$ cat src/rtl/hazard_pkg.sv
// rtl/hazard_pkg.sv - shared types and constants for the pipeline hazard controller
package hazard_pkg;

  // Controller state: free-running or holding the front end for bubbles
  typedef enum logic {
    ST_RUN   = 1'b0,
    ST_STALL = 1'b1
  } state_t;

  // ALU operand source selects
  localparam logic [1:0] FWD_NONE = 2'b00;  // register file
  localparam logic [1:0] FWD_WB   = 2'b01;  // MEM/WB result
  localparam logic [1:0] FWD_MEM  = 2'b10;  // EX/MEM result

  // Bubble counts; with forwarding only a load feeding the next op stalls
  localparam logic [1:0] BUBBLES_NONE      = 2'd0;
  localparam logic [1:0] BUBBLES_LOAD_USE  = 2'd1;
  // Without forwarding the consumer waits until the producer has retired
  localparam logic [1:0] BUBBLES_NOFWD_EX  = 2'd3;
  localparam logic [1:0] BUBBLES_NOFWD_MEM = 2'd2;
  localparam logic [1:0] BUBBLES_NOFWD_WB  = 2'd1;

endpackage

$ cat src/rtl/forward_unit.sv
// rtl/forward_unit.sv - ALU operand forwarding select (active only with HAZARD_FORWARD_EN)
module forward_unit
  import hazard_pkg::*;
#(
  parameter int REG_ADDR_W = 5
) (
  input  logic [REG_ADDR_W-1:0] ex_rs1,
  input  logic [REG_ADDR_W-1:0] ex_rs2,
  input  logic [REG_ADDR_W-1:0] mem_rd,
  input  logic                  mem_reg_write,
  input  logic                  mem_mem_read,
  input  logic [REG_ADDR_W-1:0] wb_rd,
  input  logic                  wb_reg_write,
  output logic [1:0]            fwd_a,
  output logic [1:0]            fwd_b
);

`ifdef HAZARD_FORWARD_EN
  // Youngest producer wins; a load in EX/MEM has no data yet, so it is skipped
  function automatic logic [1:0] pick(input logic [REG_ADDR_W-1:0] rs);
    logic [1:0] sel;
    sel = FWD_NONE;
    if (mem_reg_write && !mem_mem_read && (mem_rd != '0) && (mem_rd == rs))
      sel = FWD_MEM;
    else if (wb_reg_write && (wb_rd != '0) && (wb_rd == rs))
      sel = FWD_WB;
    return sel;
  endfunction

  // Independent select per ALU operand
  always_comb begin
    fwd_a = pick(ex_rs1);
    fwd_b = pick(ex_rs2);
  end
`else
  // Forwarding compiled out: operands always come from the register file
  logic unused_fwd_inputs;
  assign unused_fwd_inputs = ^{ex_rs1, ex_rs2, mem_rd, mem_reg_write,
                               mem_mem_read, wb_rd, wb_reg_write};

  // Constant register-file select
  always_comb begin
    fwd_a = FWD_NONE;
    fwd_b = FWD_NONE;
  end
`endif

endmodule

$ cat src/rtl/hazard_ctrl.sv
// rtl/hazard_ctrl.sv - load-use/data stall, branch flush and forwarding control; HAZARD_FORWARD_EN enables forwarding
module hazard_ctrl
  import hazard_pkg::*;
#(
  parameter int REG_ADDR_W = 5,
  parameter int CNT_W      = 32
) (
  input  logic                  clk,
  input  logic                  reset,
  input  logic [REG_ADDR_W-1:0] id_rs1,
  input  logic [REG_ADDR_W-1:0] id_rs2,
  input  logic                  id_uses_rs1,
  input  logic                  id_uses_rs2,
  input  logic [REG_ADDR_W-1:0] ex_rs1,
  input  logic [REG_ADDR_W-1:0] ex_rs2,
  input  logic [REG_ADDR_W-1:0] ex_rd,
  input  logic                  ex_reg_write,
  input  logic                  ex_mem_read,
  input  logic [REG_ADDR_W-1:0] mem_rd,
  input  logic                  mem_reg_write,
  input  logic                  mem_mem_read,
  input  logic [REG_ADDR_W-1:0] wb_rd,
  input  logic                  wb_reg_write,
  input  logic                  ex_branch_taken,
  output logic                  pc_write,
  output logic                  if_id_write,
  output logic                  if_id_flush,
  output logic                  id_ex_bubble,
  output logic [1:0]            fwd_a,
  output logic [1:0]            fwd_b,
  output logic [CNT_W-1:0]      stall_cycles,
  output logic [CNT_W-1:0]      flush_count
);

  state_t     state, state_n;
  logic [1:0] stall_cnt, stall_cnt_n;
  logic [1:0] need;
  logic [1:0] fwd_a_raw, fwd_b_raw;

  // A producer matches only a source actually read, and never x0
  function automatic logic hit(input logic [REG_ADDR_W-1:0] rd,
                               input logic                  we,
                               input logic [REG_ADDR_W-1:0] rs,
                               input logic                  used);
    return used && we && (rd != '0) && (rd == rs);
  endfunction

  // Bubbles the instruction in IF/ID needs before it may enter ID/EX
  always_comb begin
    need = BUBBLES_NONE;
`ifdef HAZARD_FORWARD_EN
    if (ex_mem_read && (hit(ex_rd, ex_reg_write, id_rs1, id_uses_rs1) ||
                        hit(ex_rd, ex_reg_write, id_rs2, id_uses_rs2)))
      need = BUBBLES_LOAD_USE;
`else
    // Checked oldest to youngest so the nearest producer sets the maximum
    if (hit(wb_rd, wb_reg_write, id_rs1, id_uses_rs1) ||
        hit(wb_rd, wb_reg_write, id_rs2, id_uses_rs2))
      need = BUBBLES_NOFWD_WB;
    if (hit(mem_rd, mem_reg_write, id_rs1, id_uses_rs1) ||
        hit(mem_rd, mem_reg_write, id_rs2, id_uses_rs2))
      need = BUBBLES_NOFWD_MEM;
    if (hit(ex_rd, ex_reg_write, id_rs1, id_uses_rs1) ||
        hit(ex_rd, ex_reg_write, id_rs2, id_uses_rs2))
      need = BUBBLES_NOFWD_EX;
`endif
  end

`ifndef HAZARD_FORWARD_EN
  // Load flag only matters when forwarding can shorten the stall
  logic unused_load_flag;
  assign unused_load_flag = ex_mem_read;
`endif

  forward_unit #(
    .REG_ADDR_W (REG_ADDR_W)
  ) u_forward_unit (
    .ex_rs1        (ex_rs1),
    .ex_rs2        (ex_rs2),
    .mem_rd        (mem_rd),
    .mem_reg_write (mem_reg_write),
    .mem_mem_read  (mem_mem_read),
    .wb_rd         (wb_rd),
    .wb_reg_write  (wb_reg_write),
    .fwd_a         (fwd_a_raw),
    .fwd_b         (fwd_b_raw)
  );

  // Selects are held at the register file while reset is asserted
  assign fwd_a = reset ? fwd_a_raw : FWD_NONE;
  assign fwd_b = reset ? fwd_b_raw : FWD_NONE;

  // State and remaining-bubble register
  always_ff @(posedge clk or negedge reset) begin
    if (!reset) begin
      state     <= ST_RUN;
      stall_cnt <= 2'd0;
    end else begin
      state     <= state_n;
      stall_cnt <= stall_cnt_n;
    end
  end

  // Next state and pipeline enables; reset forces the idle pattern at once
  always_comb begin
    state_n      = state;
    stall_cnt_n  = stall_cnt;
    pc_write     = 1'b1;
    if_id_write  = 1'b1;
    if_id_flush  = 1'b0;
    id_ex_bubble = 1'b0;
    case (state)
      ST_RUN: begin
        if (ex_branch_taken) begin
          // Wrong-path instructions die; the redirect must still load the PC
          if_id_flush  = 1'b1;
          id_ex_bubble = 1'b1;
        end else if (need != BUBBLES_NONE) begin
          pc_write     = 1'b0;
          if_id_write  = 1'b0;
          id_ex_bubble = 1'b1;
          stall_cnt_n  = need - 2'd1;
          state_n      = (need > 2'd1) ? ST_STALL : ST_RUN;
        end
      end
      ST_STALL: begin
        pc_write     = 1'b0;
        if_id_write  = 1'b0;
        id_ex_bubble = 1'b1;
        stall_cnt_n  = stall_cnt - 2'd1;
        if (stall_cnt <= 2'd1) state_n = ST_RUN;
      end
      default: begin
        state_n     = ST_RUN;
        stall_cnt_n = 2'd0;
      end
    endcase
    if (!reset) begin
      pc_write     = 1'b1;
      if_id_write  = 1'b1;
      if_id_flush  = 1'b0;
      id_ex_bubble = 1'b0;
    end
  end

  // Saturating stall and flush event counters
  always_ff @(posedge clk or negedge reset) begin
    if (!reset) begin
      stall_cycles <= '0;
      flush_count  <= '0;
    end else begin
      if (id_ex_bubble && !if_id_flush && (stall_cycles != '1))
        stall_cycles <= stall_cycles + 1'b1;
      if (if_id_flush && (flush_count != '1))
        flush_count <= flush_count + 1'b1;
    end
  end

endmodule

$ cat config.mk
export PLATFORM = sky130hd
export DESIGN_NAME = hazard_ctrl
export DESIGN_NICKNAME = d
export VERILOG_FILES = /design/src/rtl/hazard_pkg.sv /design/src/rtl/forward_unit.sv /design/src/rtl/hazard_ctrl.sv
export SDC_FILE = /design/constraint.sdc
export NUM_CORES = 1
export LEC_CHECK = 0
export BUFFER_PORTS_ARGS = -buffer_cell sky130_fd_sc_hd__buf_2
export CAP_MARGIN = 20
export CORE_MARGIN = 4
export CORE_UTILIZATION = 47
export CTS_CLUSTER_SIZE = 25
export DETAILED_ROUTE_END_ITERATION = 7
export HOLD_SLACK_MARGIN = 0.15
export MAX_ROUTING_LAYER = met4
export PLACE_DENSITY = 0.78
export SLEW_MARGIN = 25
export SYNTH_ARGS = -nofsm -noshare
export SYNTH_HDL_FRONTEND = slang
export SYNTH_HIERARCHICAL = 1
export SYNTH_SLANG_ARGS = --single-unit
$ cat constraint.sdc
create_clock -name clk -period 2.75 [get_ports clk]
set_clock_uncertainty 0.2 [all_clocks]
set_input_delay 0.4125 -clock clk [delete_from_list [all_inputs] [get_ports clk]]
set_output_delay 0.4125 -clock clk [all_outputs]
set_load 0.05 [all_outputs]
# After elaboration in Yosys (flattened, before gate mapping)
# Cells that the tools add are included.
# totals
reg_bits	67
in_bits	45
output_inout_bits	72
word_cells	73
# classes
add_sub_neg	4
n_lt_le_gt_ge	2
eq_ne	10
n_mux	22
bitwise_logic	1
n_reduce_logical	30
# ops
operator	count
$add A32 B1 Y32 const B	2
$ne A32 B32 Y1 const B	2
$eq A5 B5 Y1	6
$logic_and A1 B1 Y1	21
$reduce_bool A5 Y1	3
$mux W1	14
$mux W2	4
$pmux W1 S2	3
$ne A2 B2 Y1 const B	2
$pmux W2 S2	1
$sub A2 B1 Y2 const B	2
$logic_or A1 B1 Y1	3
$gt A2 B1 Y1 const B	1
$le A2 B1 Y1 const B	1
$reduce_and A2 Y1	1
$reduce_bool A2 Y1	1
$logic_not A1 Y1	1
$not A1 Y1	1

# Longest topological paths before layout
# depth
ltp_word	14
ltp_mapped	12
depth_no_buf	11

# Hierarchy
# The synthesis kept the hierarchy.
# by_module_without_submodules
module	instances	cells_per_inst	area_per_inst_um2	seq_area_each_um2
hazard_ctrl	1	365	3712.3	1676.6
forward_unit	1	5	33.8	0.0

# Worst setup path before layout
# No wires, ideal clock.
# synth_timing
kind	input port to output port
start	input mem_rd[0]
end	output id_ex_bubble
arrival_time_ps	2812
required_time_ps	2138
path_slack_ps	-675
cell_stages	6
n_path_buf	0
path_cell_list	or4_1 -> o21a_1 -> a221oi_1 -> nor2_1 -> ha_1 -> a21boi_0
# synth_via
elab_chain_cells	11
word_cells_on_any_way	15
cone_classes	eq/ne (2); mux (6); reduce/logical (7)
# synth_rtl
item	line	text
from (decl)	hazard_ctrl.sv:19	input logic [REG_ADDR_W-1:0] mem_rd,
$reduce_bool A5 Y1	hazard_ctrl.sv:45	return used && we && (rd != '0) && (rd == rs);
$logic_and A1 B1 Y1 (2 in series)	hazard_ctrl.sv:45	
$logic_or A1 B1 Y1 (*)	hazard_ctrl.sv:60	if (hit(mem_rd, mem_reg_write, id_rs1, id_uses_rs1) ||
$mux W2 (*)	hazard_ctrl.sv:60	
$mux W2 (*)	hazard_ctrl.sv:63	if (hit(ex_rd, ex_reg_write, id_rs1, id_uses_rs1) ||
$reduce_bool A2 Y1 (*)	hazard_ctrl.sv:118	end else if (need != BUBBLES_NONE) begin
$mux W1 (*)	hazard_ctrl.sv:118	
$mux W1 (*)	hazard_ctrl.sv:114	if (ex_branch_taken) begin
$pmux W1 S2 (*)	hazard_ctrl.sv:112	case (state)
$mux W1 (*)	hazard_ctrl.sv:138	if (!reset) begin
to (decl)	hazard_ctrl.sv:28	output logic id_ex_bubble,
# Every way passes the cells marked *; elsewhere a longest branch is shown, timed or not.

# Final worst setup path
# layout_timing
start	input mem_rd[0]
end	output pc_write
# layout_via
elab_chain_cells	11
word_cells_on_any_way	15
cone_classes	eq/ne (2); mux (6); reduce/logical (7)
# layout_rtl
item	line	text
$reduce_bool A5 Y1	hazard_ctrl.sv:45	
$logic_and A1 B1 Y1 (2 in series)	hazard_ctrl.sv:45	
$logic_or A1 B1 Y1 (*)	hazard_ctrl.sv:60	
$mux W2 (*)	hazard_ctrl.sv:60	
$mux W2 (*)	hazard_ctrl.sv:63	
$reduce_bool A2 Y1 (*)	hazard_ctrl.sv:118	
$mux W1 (*)	hazard_ctrl.sv:118	
$mux W1 (*)	hazard_ctrl.sv:114	
$pmux W1 S2 (*)	hazard_ctrl.sv:112	
$mux W1 (*)	hazard_ctrl.sv:138	
to (decl)	hazard_ctrl.sv:25	output logic pc_write,
# Marks and branches as above.

==> impl_results.md <==
* Status: finished, violations left
* Failing checks: negative setup slack
* Hold slack final at 293 ps
* DRC Markers at 0
* Post-route insts no fill at 628
* Design Power at 2.64 mW
* Clock power share at 28.7%
* Slew headroom at between 30% and 40%
* Worst path cell trace: buf_6, or4_4, o21a_4, a221oi_4, nor2_4, ha_4, nor2_4, o21a_4, clkinvlp_4, buf_8
* Die height at slightly below 100 um
* Mapped Cells at 370
* Wire per inst at 15.6 um
* Die area at 0.00946 sq mm
* GP Congestion at 0.865
* WS Path Type: in -> out
* Fmax at about 340 MHz
* Max clock buf depth at 2
* Synth area leader: dfrtp_1
* Initial Utilization at approximately 48%
* Clock transition at path regs at 70 ps
* Slowest-stage cell, CP: or4_4
* Avg Synthesized Cell Area at 10.1 sq um
* Sequential-to-total area share from yosys stat at 44.8%
* Critical Path Start Type: input port
* Initial antenna violation count at 0
* Final #Nets at 571
* Seq pwr share at 44.5%
* Yosys reg bits at 67
* HP Class: reg -> reg
* GRT Total Usage at between 20% and 30%
* Largest net degree at the start of global routing at 53
* Synth top area cells: dfrtp_1 45%, xnor2_1 16%, xor2_1 5.6%, nand4_1 4.5%, nand3_1 3.3%
* Vias in the first global route at between 3k and 4k
* Fin. max-slew vios at 0
* Clock latency on the worst-skew pair at 340 ps
* Count leader, synth: xnor2_1
* Sw frac at 35.1%
* Drt first pass iters at 7
* Endpoint class of the critical path: output pin
* Die X at ~100 um
* WL final at 9.83 mm
* Peak VDD IR at 0.564 mV
* Number of flops mapped to enable cells by yosys at 0
* Cell area after synthesis at around 0.0037 sq mm
* Mean number of vias per cell at 5.36
* Worst endpoint required time at 2140 ps
* Leakage at 2.55 nW
* P_sw at about 0.9 mW
* PD cells at around 500 mW/mm^2
* Crit-path max cell delay at 520 ps
* Post-synth top cells: 68 x xnor2_1, 67 x dfrtp_1, 32 x nand2_1, 27 x nand4_1, 25 x nand3_1
* Combinational power share at 26.8%
* Share of the synthesized area in the top cell type at around 45%
* Share of layout cells above drive strength 1 at 39.9%
* Period utilisation layout at 108%
* CTS Sinks at 67
* Synth-to-Final Area Change at 40.6%
* Crit-path max FO at 3
* Minimum clock period at 2970 ps
* Inst Count DP at ~600
* Post-route ant nets at 0
* Port Buf Inserts at 100
* Synth cell types at 47
* Synth warnings at 6
* Core area at 0.00773 sq mm
* ANT cells at 0
* H-tree Lvls at 3
* Maxcap violations at 0
* FFs w/ async S/R, synth at 100%
* Clock Tree Root: clkbuf_8
* Final setup fails at 12
* CTS buffer count at 9
* Global route total overflow at 0
* P_int at 1.71 mW
* RSZ-0062 raised after global routing: yes
* Slew of the pin with the lowest slew margin at slightly below 1000 ps
* # IOs at about 120
* CTS tree: done
* DR iter-0 viols at 132
* Row count at 32
* Worst setup margin at -221 ps
* Critical Path AT at 2360 ps
* Top FF cell, synth: dfrtp_1
* First-pass GRT wire length at 15.9 mm
* Hpwl dp at roughly 7 mm
* Fin. Hold Viols at 0
* Via Count at 3366
[flip-flops by register name, summed over array words and instances (netlist names)]
signal / flops
flush_count: 32
stall_cnt: 2
stall_cycles: 32
state: 1
[per-stage QoR]
step | utilization (%) | cell area, sq um | setup TNS, ps | setup WS, ps
floorplan | - | 3910 | -3000 | -304
global placement | 60.8 | 4700 | -5430 | -295
detailed placement | 60.8 | 4700 | -6670 | -341
CTS | 64.1 | 4950 | -435 | -201
global route | 68.2 | 5270 | -2970 | -291
finish | 68.2 | 5270 | -1480 | -221
[metal layers]
layer	global-route usage [%]	share of wire (%)	vias up
li1	-	-	1608
met1	23.7	41	1636
met2	34.9	51	100
met3	6.03	5.3	22
met4	7.56	2.0	0
met5	-	0	-
[worst max-delay path, delay by kind of cell]
family                   cells  cell delay (ps)
adder cells (fa/ha/maj)      1              170
buffers and inverters        3              380
AO/OA/AOI/OAI                3              710
AND/OR/NAND/NOR              3              670
[layout by cell type (no fill, tap or decap), types with 2 or more instances in the layout]
cell type      netlist  routed
and2_1              10       9
and3_1              14      14
and4_1               5       5
and4_2               2       2
buf_12               0       2
buf_2                0      95
buf_4                5      38
buf_6                0      11
buf_8                0       2
clkbuf_8             0      12
clkinv_2             0       2
conb_1               1       4
dfrtp_1             67      67
dlygate4sd3_1        0       2
ha_1                 4       3
inv_1               10       9
mux2_2               3       2
nand2_1             32      31
nand3_1             25      16
nand3_2              0       9
nand4_1             27      27
nand4bb_1            2       2
nor2_1              13       9
nor2_4               0       3
nor3_1               7       2
nor3_4               0       5
nor4_1               8       6
nor4_4               0       2
o21a_4               0       2
o21ai_0              3       2
or3_1                2       2
or4_1                3       2
or4_4                1       2
xnor2_1             68      66
xnor2_2              0       2
xor2_1              24      24
[path summary, 6_finish.rpt]
| check | from | end | slack [ps] | cells after the start |
|---|---|---|---|---|
| max in group asynchronous | reset | flush_count[2] | 990 | 4 |
| min in group asynchronous | reset | stall_cycles[3] | 430 | 3 |
| max | mem_rd[0] | pc_write | -220 | 10 |
| min | flush_count[27] | flush_count[27] | 290 | 1 |
| min reg2reg | flush_count[27] | flush_count[27] | 290 | 1 |
| max reg2reg | stall_cycles[25] | stall_cycles[31] | 360 | 5 |
[area by class of cell]
cell class | count | area (sq um)
fill | 599 | 2460
multi-input combinational | 283 | 2240
sequential | 67 | 1680
timing repair buffer | 151 | 1000
clock buffer | 13 | 169
tap | 102 | 128
inverter | 10 | 41.3
clock inverter | 2 | 10.0
[what timing repair did]
action                     CTS  global route
setup endpoints to repair    3            16
hold endpoints to repair    20             0
resized for setup           11            37
pin swaps                    2            23
setup buffers                1            13
gates cloned                 0             1
hold buffers                 2             0
[kinds of logic after synthesis]
family / Yosys count / share of synthesized area, %
AND/OR/NAND/NOR: 160 / 24.1
XOR/XNOR: 92 / 21.5
flip-flops: 67 / 44.8
buffers and inverters: 23 / 2.81
AO/OA/AOI/OAI: 20 / 4.44
adder cells (fa/ha/maj): 4 / 1.34
multiplexers: 3 / 0.902
other: 1 / 0.100
[power groups by stage]
stage	clock, mW	combinational [mW]	sequential, mW
6_report	0.757	0.708	1.17
5_1_grt	0.830	0.756	1.19
4_1_cts	0.781	0.674	1.17
3_5_place_dp	0	0.662	1.19
3_3_place_gp	0	0.645	1.18
2_1_floorplan	0	0.235	1.40
Note: power is estimated with default switching activity, not from simulation.
